<file path="config.mk">
export PLATFORM = sky130hd
export DESIGN_NAME = sd_cmd_frame_receiver_flat
export DESIGN_NICKNAME = d
export VERILOG_FILES = /design/src/rtl/sd_cmd_frame_receiver_if.sv /design/src/rtl/sd_cmd_frame_receiver.sv /design/src/flat_wrapper.sv
export SDC_FILE = /design/constraint.sdc
export NUM_CORES = 1
export LEC_CHECK = 0
export CAP_MARGIN = 10
export CORE_ASPECT_RATIO = 0.8
export CORE_MARGIN = 5
export CORE_UTILIZATION = 45
export DETAILED_ROUTE_END_ITERATION = 12
export PLACE_DENSITY = 0.67
export SETUP_SLACK_MARGIN = 0.3
export SLEW_MARGIN = 20
export SYNTH_ARGS = -nofsm -noshare
export SYNTH_HDL_FRONTEND = slang
export SYNTH_SLANG_ARGS = --single-unit
</file>
<file path="constraint.sdc">
create_clock -name iClock_SD -period 1.6 [get_ports iClock_SD]
set_input_delay 0.16 -clock iClock_SD [delete_from_list [all_inputs] [get_ports iClock_SD]]
set_output_delay 0.16 -clock iClock_SD [all_outputs]
set_load 0.01 [all_outputs]
</file>
<file path="src/rtl/sd_cmd_frame_receiver_if.sv">
// rtl/sd_cmd_frame_receiver_if.sv - CMD line input and decoded-frame output bundle
interface sd_cmd_frame_receiver_if;
    logic        iEnable;
    logic        iCmd;
    logic [5:0]  oIndex;
    logic [31:0] oArgument;
    logic        oValid;
    logic        oFrameError;
    logic        oCrcError;
    logic        oBusy;

    modport master (
        output iEnable, iCmd,
        input  oIndex, oArgument, oValid, oFrameError, oCrcError, oBusy
    );

    modport slave (
        input  iEnable, iCmd,
        output oIndex, oArgument, oValid, oFrameError, oCrcError, oBusy
    );
endinterface

</file>
<file path="src/rtl/sd_cmd_frame_receiver.sv">
// rtl/sd_cmd_frame_receiver.sv - SD CMD 48-bit frame receiver; CRC7 check enabled by SD_CMD_RX_CRC_EN
module sd_cmd_frame_receiver #(
    parameter logic EXPECT_DIR = 1'b1
) (
    input  logic iClock_SD,
    input  logic iReset,
    sd_cmd_frame_receiver_if.slave bus
);
    typedef enum logic [1:0] {ST_IDLE, ST_RECV, ST_CHECK} state_t;

    state_t      state_q, state_d;
    logic [5:0]  cnt_q, cnt_d;
    logic [46:0] shift_q, shift_d;
    logic [5:0]  idx_q, idx_d;
    logic [31:0] arg_q, arg_d;
    logic        valid_q, valid_d;
    logic        ferr_q, ferr_d;
    logic        frame_bad;

`ifdef SD_CMD_RX_CRC_EN
    logic [6:0]  crc_q, crc_d;
    logic [6:0]  crc_next;
    logic        crc_fb;
    logic        cerr_q, cerr_d;

    // Start bit is 0 and init is 0, so feeding only bits 46..8 gives the same CRC.
    assign crc_fb   = crc_q[6] ^ bus.iCmd;
    assign crc_next = {crc_q[5:3], crc_q[2] ^ crc_fb, crc_q[1:0], crc_fb};
`endif

    // shift_q holds frame bits 46..0 once the end bit is in.
    assign frame_bad = (shift_q[46] != EXPECT_DIR) || !shift_q[0];

    always_comb begin
        state_d = state_q;
        cnt_d   = cnt_q;
        shift_d = shift_q;
        idx_d   = idx_q;
        arg_d   = arg_q;
        valid_d = 1'b0;
        ferr_d  = 1'b0;
`ifdef SD_CMD_RX_CRC_EN
        crc_d   = crc_q;
        cerr_d  = 1'b0;
`endif
        case (state_q)
            ST_IDLE: begin
                if (bus.iEnable && !bus.iCmd) begin
                    state_d = ST_RECV;
                    cnt_d   = 6'd1;
`ifdef SD_CMD_RX_CRC_EN
                    crc_d   = 7'h00;
`endif
                end
            end
            ST_RECV: begin
                if (!bus.iEnable) begin
                    state_d = ST_IDLE;
                end else begin
                    shift_d = {shift_q[45:0], bus.iCmd};
                    cnt_d   = cnt_q + 6'd1;
`ifdef SD_CMD_RX_CRC_EN
                    if (cnt_q <= 6'd39) begin
                        crc_d = crc_next;
                    end
`endif
                    if (cnt_q == 6'd47) begin
                        state_d = ST_CHECK;
                    end
                end
            end
            ST_CHECK: begin
                if (!bus.iEnable) begin
                    state_d = ST_IDLE;
                end else begin
                    if (frame_bad) begin
                        ferr_d = 1'b1;
`ifdef SD_CMD_RX_CRC_EN
                    end else if (crc_q != shift_q[7:1]) begin
                        cerr_d = 1'b1;
`endif
                    end else begin
                        valid_d = 1'b1;
                        idx_d   = shift_q[45:40];
                        arg_d   = shift_q[39:8];
                    end
                    // A low sample here is already the next frame's start bit.
                    if (!bus.iCmd) begin
                        state_d = ST_RECV;
                        cnt_d   = 6'd1;
`ifdef SD_CMD_RX_CRC_EN
                        crc_d   = 7'h00;
`endif
                    end else begin
                        state_d = ST_IDLE;
                    end
                end
            end
            default: state_d = ST_IDLE;
        endcase
    end

    always_ff @(posedge iClock_SD or negedge iReset) begin
        if (!iReset) begin
            state_q <= ST_IDLE;
            cnt_q   <= 6'd0;
            shift_q <= 47'd0;
            idx_q   <= 6'd0;
            arg_q   <= 32'd0;
            valid_q <= 1'b0;
            ferr_q  <= 1'b0;
        end else begin
            state_q <= state_d;
            cnt_q   <= cnt_d;
            shift_q <= shift_d;
            idx_q   <= idx_d;
            arg_q   <= arg_d;
            valid_q <= valid_d;
            ferr_q  <= ferr_d;
        end
    end

`ifdef SD_CMD_RX_CRC_EN
    always_ff @(posedge iClock_SD or negedge iReset) begin
        if (!iReset) begin
            crc_q  <= 7'h00;
            cerr_q <= 1'b0;
        end else begin
            crc_q  <= crc_d;
            cerr_q <= cerr_d;
        end
    end

    assign bus.oCrcError = cerr_q;
`else
    assign bus.oCrcError = 1'b0;
`endif

    assign bus.oIndex      = idx_q;
    assign bus.oArgument   = arg_q;
    assign bus.oValid      = valid_q;
    assign bus.oFrameError = ferr_q;
    assign bus.oBusy       = (state_q != ST_IDLE);
endmodule
</file>
<file path="src/flat_wrapper.sv">
// flat-port wrapper written by rule: the top's interface ports become plain ports
module sd_cmd_frame_receiver_flat 
#(
    parameter logic EXPECT_DIR = 1'b1
)
  (iClock_SD, iReset, bus_iEnable, bus_iCmd, bus_oIndex, bus_oArgument, bus_oValid, bus_oFrameError, bus_oCrcError, bus_oBusy);
  sd_cmd_frame_receiver_if bus_i ();
  input  logic iClock_SD;
  input  logic iReset;
  input wire logic [$bits(bus_i.iEnable)-1:0] bus_iEnable;
  input wire logic [$bits(bus_i.iCmd)-1:0] bus_iCmd;
  output wire logic [$bits(bus_i.oIndex)-1:0] bus_oIndex;
  output wire logic [$bits(bus_i.oArgument)-1:0] bus_oArgument;
  output wire logic [$bits(bus_i.oValid)-1:0] bus_oValid;
  output wire logic [$bits(bus_i.oFrameError)-1:0] bus_oFrameError;
  output wire logic [$bits(bus_i.oCrcError)-1:0] bus_oCrcError;
  output wire logic [$bits(bus_i.oBusy)-1:0] bus_oBusy;
  assign bus_i.iEnable = bus_iEnable;
  assign bus_i.iCmd = bus_iCmd;
  assign bus_oIndex = bus_i.oIndex;
  assign bus_oArgument = bus_i.oArgument;
  assign bus_oValid = bus_i.oValid;
  assign bus_oFrameError = bus_i.oFrameError;
  assign bus_oCrcError = bus_i.oCrcError;
  assign bus_oBusy = bus_i.oBusy;
  sd_cmd_frame_receiver #(.EXPECT_DIR(EXPECT_DIR)) u_core (.iClock_SD(iClock_SD), .iReset(iReset), .bus(bus_i));
endmodule
</file>
### Word level (Yosys, flattened, before mapping)

Cells that the tools add are included.

| storage, ports and cells | value |
|---|---|
| flip-flop bits (word level) | 95 |
| input port bits | 4 |
| output and inout bits | 42 |

| operators by class | value |
|---|---|
| $add $sub $neg | 1 |
| equality and inequality tests | 8 |
| multiplexer cells | 17 |
| bitwise gates (word level) | 2 |
| reduce and logical (&&, ||, !) cells | 11 |

Operators with widths:

| operator | number |
|---|---|
| $mux W6 | 4 |
| $pmux W6 S3 | 1 |
| $mux W2 | 4 |
| $mux W1 | 7 |
| $add A6 B1 Y6 const B | 1 |
| $eq A6 B6 Y1 const B | 1 |
| $ne A2 B2 Y1 const B | 3 |
| $pmux W2 S3 | 1 |
| $reduce_and A5 Y1 | 1 |
| $reduce_and A2 Y1 | 2 |
| $ne A3 B2 Y1 const B | 1 |
| $reduce_and A3 Y1 | 1 |
| $reduce_bool A3 Y1 | 1 |
| $eq A2 B1 Y1 const B | 1 |
| $eq A2 B2 Y1 const B | 1 |
| $logic_not A1 Y1 | 2 |
| $logic_not A2 Y1 | 1 |
| $ne A2 B1 Y1 const B | 1 |
| $not A1 Y1 | 2 |
| $reduce_bool A2 Y1 | 1 |
| $logic_and A1 B1 Y1 | 1 |
| $logic_or A1 B1 Y1 | 1 |

### Longest topological paths before layout

Gate-level depths: netlist (run 1).

| logic depth | value |
|---|---|
| depth in word-level cells | 5 |
| gate-level depth with buffers | 5 |
| depth with buffers taken out | 4 |

### Worst setup path before layout (run 1)

Ideal clock, no wire load.

| timing | value |
|---|---|
| path type | register -> register |
| start point | register u_core.state_q[0] |
| end point | register u_core.arg_q[21], in the netlist u_core.bus.oArgument[21] |
| setup time | 0.125 ns |
| data arrival time | 1.347 ns |
| setup slack | 0.129 ns |
| cell stages (with the launch flop) | 6 |
| cells stage by stage | dfrtp_1 > nand3b_1 > nor2_1 > buf_4 > buf_6 > mux2_2 |

| between the ends | value |
|---|---|
| cells in the longest elaborated chain, start to end | 2 |

Ends and longest elaborated chain:

| what | line | RTL |
|---|---|---|
| start, declared | sd_cmd_frame_receiver.sv:11 | `state_t state_q, state_d;` |
| start signal, assigned | sd_cmd_frame_receiver.sv:113 | `state_q <= state_d;` |
| $eq A2 B2 Y1 | sd_cmd_frame_receiver.sv:46 | `case (state_q)` |
| $reduce_and A3 Y1 (no line) | n/a |  |
| end signal, assigned | sd_cmd_frame_receiver.sv:117 | `arg_q <= arg_d;` |
| end, declared | sd_cmd_frame_receiver.sv:15 | `logic [31:0] arg_q, arg_d;` |

No other way between the ends.
A chain may end at the register's enable or synchronous reset.

### Final worst setup path (run 1)

| timing | value |
|---|---|
| start point | register u_core.state_q[1] |
| end point | register u_core.shift_q[41] |

| between the ends | value |
|---|---|
| cells in the longest elaborated chain, start to end | 2 |

Ends and longest elaborated chain:

| what | line | RTL |
|---|---|---|
| $eq A2 B1 Y1 | sd_cmd_frame_receiver.sv:46 |  |
| $reduce_and A2 Y1 (no line) | n/a |  |
| end signal, assigned | sd_cmd_frame_receiver.sv:115 | `shift_q <= shift_d;` |
| end, declared | sd_cmd_frame_receiver.sv:13 | `logic [46:0] shift_q, shift_d;` |

No other way between the ends.

==> impl_metrics.json, run 1 <==
{
  "switching_share": 0.2209,
  "fin_crit_sh": 0.9803,
  "io_buffers": 44,
  "fin_ws_ns": 0.03145,
  "start_kind": "flop",
  "end_kind": "flop",
  "antenna_found_initial": 0,
  "die_h_um": 90.14,
  "nets": 305,
  "grt_overflow": 0,
  "hp-class": "in2async",
  "grt_pass1_vias": 2079,
  "cp.required_ns": 1.84,
  "critPathTopFamily": "buffers and inverters",
  "cts.path.max_buffers": 2,
  "diodes": 0,
  "area_growth_syn_to_layout_pct": 35.78,
  "ys_seq_area_frac": 0.6581,
  "power.total_mw": 4.949,
  "crit_type": "reg2reg",
  "setup_violations": 0,
  "pwr-share-comb": 0.105,
  "p_sw_mw": 1.093,
  "ys_warn_count": 0,
  "total_leakage_power_nw": 2.633,
  "ir_worst_vdd_mv": 0.7210,
  "seqPwrFrac": 0.540,
  "io_pins": 46,
  "fin_cells": 413,
  "dieArea_um2": 9930,
  "grt_max_degree": 35,
  "hold_viol_final": 0,
  "maxCapViolations": 0,
  "critPathBufInv": 4,
  "r2r-end": "u_core.shift_q[41]",
  "period_needed_ns": 1.569,
  "drcViolationCount": 0,
  "drt-total-wl_mm": 6.691,
  "rsz0062_at_grt": "yes",
  "start_util": 0.4588,
  "skew_ns": 0.005881,
  "fp.coreArea_um2": 7874,
  "first_iter_violations": 70,
  "vias_per_cell": 5.015,
  "drive_above_1_share": 0.4656,
  "fin_util": 0.6229,
  "cts_max_level": 3,
  "syn_area_per_cell_um2": 16.34,
  "ys_ff_latch": 95,
  "path_cells": "buf_6 > nand3b_1 > buf_6 > buf_6 > buf_16 > mux2_4",
  "cts_buffers": 9,
  "slowest_stage": "dfrtp_1",
  "crit_path_max_incr_delay_ns": 0.40,
  "synthFlopType": "dfrtp_1",
  "dp_hpwl_mm": 3.911,
  "ff2ff_path_depth": 6,
  "clock_latency_ns": 0.35,
  "async_reset_ff_frac": 1.000,
  "grt_usage": 0.1363,
  "synth_edf_count": 0,
  "reg2reg_setup_slack_ns": 0.03,
  "first_pass_iters": 4,
  "wire_per_inst_um": 16.20,
  "drtAntennaViolNets": 0,
  "synthesis.area_um2": 3612,
  "p_clk_frac": 0.355,
  "finalSetupTns_ns": 0,
  "dpl.cell_count": 375,
  "crit_arrival_ns": 1.81,
  "place_area_um2": 4300,
  "power.internal_mw": 3.856,
  "path_common_cell": "buf_6",
  "synth_cell_type_count": 27,
  "cts_tree": "done",
  "crit_path_max_fanout": 6,
  "grt_pass1_wl_mm": 10.65,
  "cts.sinks": 95,
  "synth_nets": 226,
  "dr_total_vias": 2071,
  "finish.instance_area_um2": 4905,
  "r2r_start": "u_core.state_q[1]",
  "whs_ns": 0.2868,
  "rows": 29,
  "place_ws_ns": -0.07067,
  "status": "completed",
  "drv_slew": 0,
  "clk_pin_slew_ns": 0.08,
  "clock-root-buffer": "clkbuf_8",
  "die_x_um": 110.2,
  "powerDensity_nw_per_um2": 1009,
  "syn_inst": 221,
  "globalplace.congestion": 0.7123,
  "max_clock_freq_ghz": 0.6375
}
flip-flops by register name, indices dropped and copies added (netlist names):
signal / cells
u_core.state_q: 2
u_core.bus.oValid: 1
u_core.cnt_q: 6
u_core.bus.oIndex: 6
u_core.shift_q: 47
u_core.bus.oArgument: 32
u_core.bus.oFrameError: 1
final cells by class:
class,instances,area (um2)
flip-flops and latches,95,2377
clock inverters,4,76.32
fillers,632,2969
repair buffers,78,910.9
multi-input cells,116,1250
well taps,108,135.1
clock buffers,12,155.1
cells in the mapped netlist, drive strengths merged, types with 2 or more instances:
library cell  count  share of area
nand3b            2         0.0042
o211ai            2         0.0042
dfrtp            95           0.66
buf              10          0.017
nor3b             3         0.0062
o31ai             2         0.0042
nor2              2         0.0021
mux2             86           0.27
and2              2         0.0042
nand2             3         0.0031
what timing repair did:
| action | in CTS | in global routing |
|---|---|---|
| hold buffers | 1 | 0 |
| resized for setup | 49 | 29 |
| setup endpoints to repair | 129 | 94 |
| pin swaps | 0 | 3 |
| hold endpoints to repair | 27 | 0 |
| cloned | 5 | 2 |
| buffers inserted | 8 | 6 |
power by group through the flow:
stage	Combinational (mW)	Sequential, mW	Clock, mW
final	0.519	2.67	1.76
after global routing	0.562	2.70	1.92
after CTS	0.479	2.67	1.81
after detailed placement	0.370	2.72	0
after global placement	0.359	2.71	0
after floorplan	0.244	2.68	0
kinds of logic after synthesis:
family	after synthesis	share of synthesized area
buffers and inverters	10	0.01697
AO/OA/AOI/OAI	9	0.01801
adder cells (fa/ha/maj)	1	0.003463
multiplexers	87	0.2709
flip-flops	95	0.6581
other	1	0.001038
AND/OR/NAND/NOR	18	0.03152
worst max path at each step:
stage / slack (ns) / depth (start not counted) / end / start
2_1_floorplan: 0.13 / 5 / u_core.bus.oArgument[21] / u_core.state_q[0]
3_3_place_gp: -0.05 / 5 / u_core.bus.oArgument[12] / bus_iEnable
3_5_place_dp: -0.07 / 5 / u_core.bus.oIndex[0] / bus_iEnable
4_1_cts: 0.03 / 5 / u_core.bus.oArgument[18] / u_core.state_q[0]
5_1_grt: -0.02 / 5 / u_core.bus.oArgument[25] / u_core.state_q[0]
6_report: 0.03 / 6 / u_core.shift_q[41] / u_core.state_q[1]
cell usage in the layout, fill, tap and decap left out, types with 3 or more instances in the layout:
cell            n
nand2_1         3
dlygate4sd2_1  40
buf_12          9
mux2_4         15
buf_16          5
dfrtp_1        95
mux2_2         71
clkbuf_8       11
buf_4          11
buf_6           8
routing by layer:
metal / share of wire / global-route usage / vias to the layer above
li1: - / - / 944
met1: 0.46 / 0.1921 / 1068
met2: 0.48 / 0.2035 / 52
met3: 0.052 / 0.04370 / 7
met4: 0.0073 / 0.03692 / 0
met5: 0 / 0 / -
No activity file was read; power rests on OpenSTA's default activity.
==> run 2, diff against run 1 <==
--- a/config.mk
+++ b/config.mk
@@ -11,7 +11,9 @@
 export CORE_UTILIZATION = 45
 export DETAILED_ROUTE_END_ITERATION = 12
 export PLACE_DENSITY = 0.67
+export RECOVER_POWER = 25
 export SETUP_SLACK_MARGIN = 0.3
+export SKIP_LAST_GASP = 1
 export SLEW_MARGIN = 20
 export SYNTH_ARGS = -nofsm -noshare
 export SYNTH_HDL_FRONTEND = slang
==> impl_metrics.json, run 2 (synthesis gave the netlist of run 1 again) <==
{
  "status": "completed",
  "rsz0062_at_grt": "yes",
  "antenna_found_initial": 0,
  "final_cell_mix": "95 x dfrtp_1, 83 x mux2_2, 40 x dlygate4sd2_1, 11 x clkbuf_8, 10 x buf_4",
  "whs_ns": 0.4348,
  "drtAntennaViolNets": 0,
  "io_pins": 46,
  "fp.coreArea_um2": 7874,
  "skew_ns": 0.006400,
  "ir_worst_vdd_mv": 0.7203,
  "maxSlewHeadroom": 0.4517,
  "total_leakage_power_nw": 2.595,
  "first_iter_violations": 69,
  "crit_type": "reg2reg",
  "vias_per_cell": 5.010,
  "wire_per_inst_um": 15.93,
  "grt_max_degree": 35,
  "dr_total_vias": 2069,
  "dieArea_um2": 9930,
  "crit_arrival_ns": 1.80,
  "drt-total-wl_mm": 6.580,
  "nets": 305,
  "startpoint": "u_core.state_q[0]",
  "final_common_cell": "dfrtp_1",
  "cts_tree": "done",
  "power.total_mw": 4.940,
  "cts.sinks": 95,
  "fin_cells": 413,
  "die_x_um": 110.2,
  "maxCapViolations": 0,
  "die_h_um": 90.14,
  "period_needed_ns": 1.569,
  "drv_slew": 0,
  "regMostFlops": "u_core.shift_q",
  "end_kind": "flop",
  "finish.instance_area_um2": 4857,
  "rows": 29,
  "dpl.cell_count": 375,
  "grt_overflow": 0,
  "place_area_um2": 4300,
  "dp_hpwl_mm": 3.911,
  "worst_pin_slew_ns": 0.8225,
  "clock-root-buffer": "clkbuf_8",
  "setup_violations": 0,
  "hp-class": "in2async",
  "crit_path_max_fanout": 18,
  "cts_buffers": 9,
  "cp.required_ns": 1.83,
  "cts.path.max_buffers": 2,
  "max_clock_freq_ghz": 0.6373,
  "fin_util": 0.6169,
  "drive_above_1_share": 0.4656,
  "r2r_start": "u_core.state_q[0]",
  "diodes": 0,
  "powerDensity_nw_per_um2": 1017,
  "area_growth_syn_to_layout_pct": 34.46,
  "fin_crit_sh": 0.9808,
  "grt_pass1_vias": 2079,
  "io_buffers": 44,
  "globalplace.congestion": 0.7123,
  "clock_latency_ns": 0.34,
  "start_util": 0.4588,
  "first_pass_iters": 4,
  "grt_pass1_wl_mm": 10.65,
  "largest_reg_flops": 47,
  "grt_usage": 0.1363,
  "start_kind": "flop",
  "clk_pin_slew_ns": 0.09,
  "cts_max_level": 3,
  "hold_viol_final": 0,
  "drcViolationCount": 0
}
run 2: cell types whose count changed in the layout (fill, tap and decap cells not counted):
| cell | previous run | this run |
|---|---|---|
| clkbuf_2 | 0 | 1 |
| buf_4 | 11 | 10 |
| mux2_2 | 71 | 83 |
| mux2_4 | 15 | 3 |
run 2: area by class of cell:
type / instances / area, um2
Fill cell: 636 / 3017
Sequential cell: 95 / 2377
Multi-Input combinational cell: 116 / 1205
Timing Repair Buffer: 78 / 908.4
Clock buffer: 12 / 155.1
Tap cell: 108 / 135.1
Clock inverter: 4 / 76.32
run 2: timing repair:
item	4_1_cts	5_1_grt
hold endpoints to repair	27	0
buffers inserted	8	6
gates resized for setup	49	17
pin swaps	0	3
cloned	5	2
endpoints found under the setup margin	129	94
hold buffers	1	0
run 2: routing by layer:
| layer | global-route usage | up-vias | part of all wire |
|---|---|---|---|
| li1 | - | 943 | - |
| met1 | 0.1921 | 1071 | 0.46 |
| met2 | 0.2035 | 50 | 0.48 |
| met3 | 0.04370 | 5 | 0.053 |
| met4 | 0.03692 | 0 | 0.0068 |
| met5 | 0 | - | 0 |
run 2: stage by stage:
stage	TNS, ns	setup slack (ns)
6_report	0	0.03076
4_1_cts	0	0.03313
3_3_place_gp	-1.651	-0.04539
3_5_place_dp	-2.318	-0.07067
2_1_floorplan	0	0.1291
5_1_grt	-0.1581	-0.01838
run 2: critical path: stages, from the launching register on:
cell and delay (ns):
dfrtp_1 0.40, buf_6 0.13, nand3b_1 0.21, nor2_4 0.17, buf_12 0.18, mux2_2 0.35
run 2: final timing paths:
kind                       depth (start not counted)  slack (ns)                       end
setup / recovery                                   5        0.03  u_core.bus.oArgument[18]
hold / removal                                     2        0.43      u_core.bus.oIndex[2]
setup reg to reg                                   5        0.03  u_core.bus.oArgument[18]
hold reg to reg                                    1        0.48    u_core.bus.oFrameError
max in group asynchronous                          3        0.50        u_core.shift_q[17]
min in group iClock_SD                             1        0.48    u_core.bus.oFrameError
run 2: where the power goes:
part	leakage, nW	internal [mW]	switching, mW
registers	1.31	2.56	0.114
logic	1.18	0.318	0.192
clock network	0.113	0.973	0.785
==> run 3, diff against run 2 <==
--- a/config.mk
+++ b/config.mk
@@ -8,9 +8,10 @@
 export CAP_MARGIN = 10
 export CORE_ASPECT_RATIO = 0.8
 export CORE_MARGIN = 5
-export CORE_UTILIZATION = 45
+export CORE_UTILIZATION = 62
 export DETAILED_ROUTE_END_ITERATION = 12
-export PLACE_DENSITY = 0.67
+export DONT_BUFFER_PORTS = 1
+export PLACE_DENSITY = 0.78
 export RECOVER_POWER = 25
 export SETUP_SLACK_MARGIN = 0.3
 export SKIP_LAST_GASP = 1
==> impl_metrics.json, run 3 (synthesis gave the netlist of run 1 again) <==
{
  "r2r-end": "u_core.bus.oArgument[0]",
  "drcViolationCount": 0,
  "ff2ff_path_depth": 5,
  "drtAntennaViolNets": 0,
  "vias_per_cell": 5.985,
  "hp-class": "in2async",
  "grt_usage": 0.2053,
  "fin_cells": 337,
  "cp.required_ns": 1.85,
  "power.total_mw": 5.028,
  "max_clock_freq_ghz": 0.6215,
  "whs_ns": -0.5300,
  "final_cell_mix": "95 x dfrtp_1, 68 x mux2_4, 18 x mux2_2, 9 x clkbuf_8, 9 x buf_6",
  "status": "finished with violations",
  "ir_worst_vdd_mv": 0.9824,
  "clk_pin_slew_ns": 0.10,
  "total_leakage_power_nw": 2.385,
  "startpoint": "u_core.state_q[0]",
  "crit_arrival_ns": 1.86,
  "final_common_cell": "dfrtp_1",
  "fill_cells": 238,
  "skew_ns": 0.01163,
  "wire_per_inst_um": 25.50,
  "start_util": 0.6502,
  "drt-total-wl_mm": 8.595,
  "met2_usage": 0.3312,
  "powerDensity_nw_per_um2": 1072,
  "fin_crit_sh": 1.006,
  "dpl.cell_count": 293,
  "worstSetupEndpoint": "u_core.bus.oArgument[0]",
  "regMostFlops": "u_core.shift_q",
  "largest_reg_flops": 47,
  "r2r_start": "u_core.state_q[0]",
  "dieArea_um2": 7462,
  "grt_max_degree": 96,
  "io_buffers": 0,
  "nets": 259,
  "first_pass_iters": 4,
  "use_met1": 0.2537,
  "cts_max_level": 3,
  "place_area_um2": 3740,
  "grt_pass1_vias": 2209,
  "die_h_um": 78.27,
  "crit_type": "reg2reg",
  "cts.path.max_buffers": 2,
  "grt_overflow": 0,
  "clock_latency_ns": 0.37,
  "drv_slew": 0,
  "grt_busiest_layer": "met2",
  "maxCapViolations": 0,
  "cts_tree": "done",
  "reg2reg_setup_slack_ns": -0.009,
  "end_kind": "flop",
  "fin_util": 0.8446,
  "finish.instance_area_um2": 4692,
  "fp.coreArea_um2": 5555,
  "die_x_um": 95.34,
  "area_growth_syn_to_layout_pct": 29.89,
  "violations": "hold timing, setup timing",
  "clock-root-buffer": "clkbuf_8",
  "setup_violations": 2,
  "fin_ws_ns": -0.009132,
  "cts.sinks": 95,
  "drive_above_1_share": 0.5405,
  "dp_hpwl_mm": 3.808,
  "rows": 24,
  "met3_usage": 0.09178,
  "start_kind": "flop",
  "antenna_found_initial": 0,
  "hold_buffers": 1,
  "first_iter_violations": 136,
  "hold_viol_final": 95,
  "period_needed_ns": 1.609,
  "grt_pass1_wl_mm": 11.48,
  "place_ws_ns": 0.08982,
  "dr_total_vias": 2017,
  "io_pins": 46,
  "diodes": 0,
  "crit_path_max_fanout": 6,
  "globalplace.congestion": 0.8027,
  "rsz0062_at_grt": "yes",
  "finalSetupTns_ns": -0.01065,
  "cts_buffers": 9
}
## run 3: cell types whose count changed in the layout (fill, tap and decap cells not counted), moves of 2 or more
cell             change
mux2_2              -65
mux2_4              +65
dlygate4sd2_1       -40
buf_4                -5
clkbuf_16            +2
clkbuf_8             -2
clkdlybuf4s50_1      -2
clkinv_2             +2
## run 3: how the worst min path moves through the flow
| stage | from | to | slack (ns) | cells after the start |
|---|---|---|---|---|
| floorplan | iReset | u_core.bus.oArgument[0] | -0.14 | 0 |
| global placement | iReset | u_core.bus.oArgument[26] | -0.13 | 0 |
| detailed placement | iReset | u_core.bus.oArgument[26] | -0.13 | 0 |
| CTS | iReset | u_core.bus.oArgument[26] | -0.53 | 0 |
| global route | iReset | u_core.bus.oArgument[2] | -0.55 | 0 |
| finish | iReset | u_core.bus.oArgument[27] | -0.53 | 0 |
## run 3: final cells by class
cell class                 instances  area [um2]  share of cell area
sequential                        95        2377              0.5067
timing repair buffer              32       549.3              0.1171
multi-input combinational        116        1449              0.3088
tap                               78       97.59             0.02080
clock buffer                       9       123.9             0.02640
clock inverter                     7       95.09             0.02027
## run 3: layer usage
layer,routed length (um),vias to the layer above,part of all wire
met5,0,-,0
met4,141,0,0.016
met3,473,15,0.055
met2,4469,70,0.52
met1,3511,1080,0.41
li1,-,852,-
## run 3: critical path, cell delays in order (launching register included)
cell	delay, ns
dfrtp_1	0.41
nand3b_1	0.23
nor2_4	0.18
buf_6	0.18
buf_6	0.15
mux2_2	0.35
## run 3: where the power goes
part	switching, mW	internal [mW]	leakage, nW
Combinational	0.190	0.377	0.969
Clock	0.876	0.883	0.110
Sequential	0.142	2.56	1.31
## run 3: what timing repair did
| action | 4_1_cts | 5_1_grt |
|---|---|---|
| setup endpoints to repair | 88 | 94 |
| hold endpoints to repair | 96 | 95 |
| gates resized for setup | 9 | 76 |
| setup buffers | 12 | 5 |
| gates cloned | 6 | 4 |
| pin swaps | 2 | 4 |
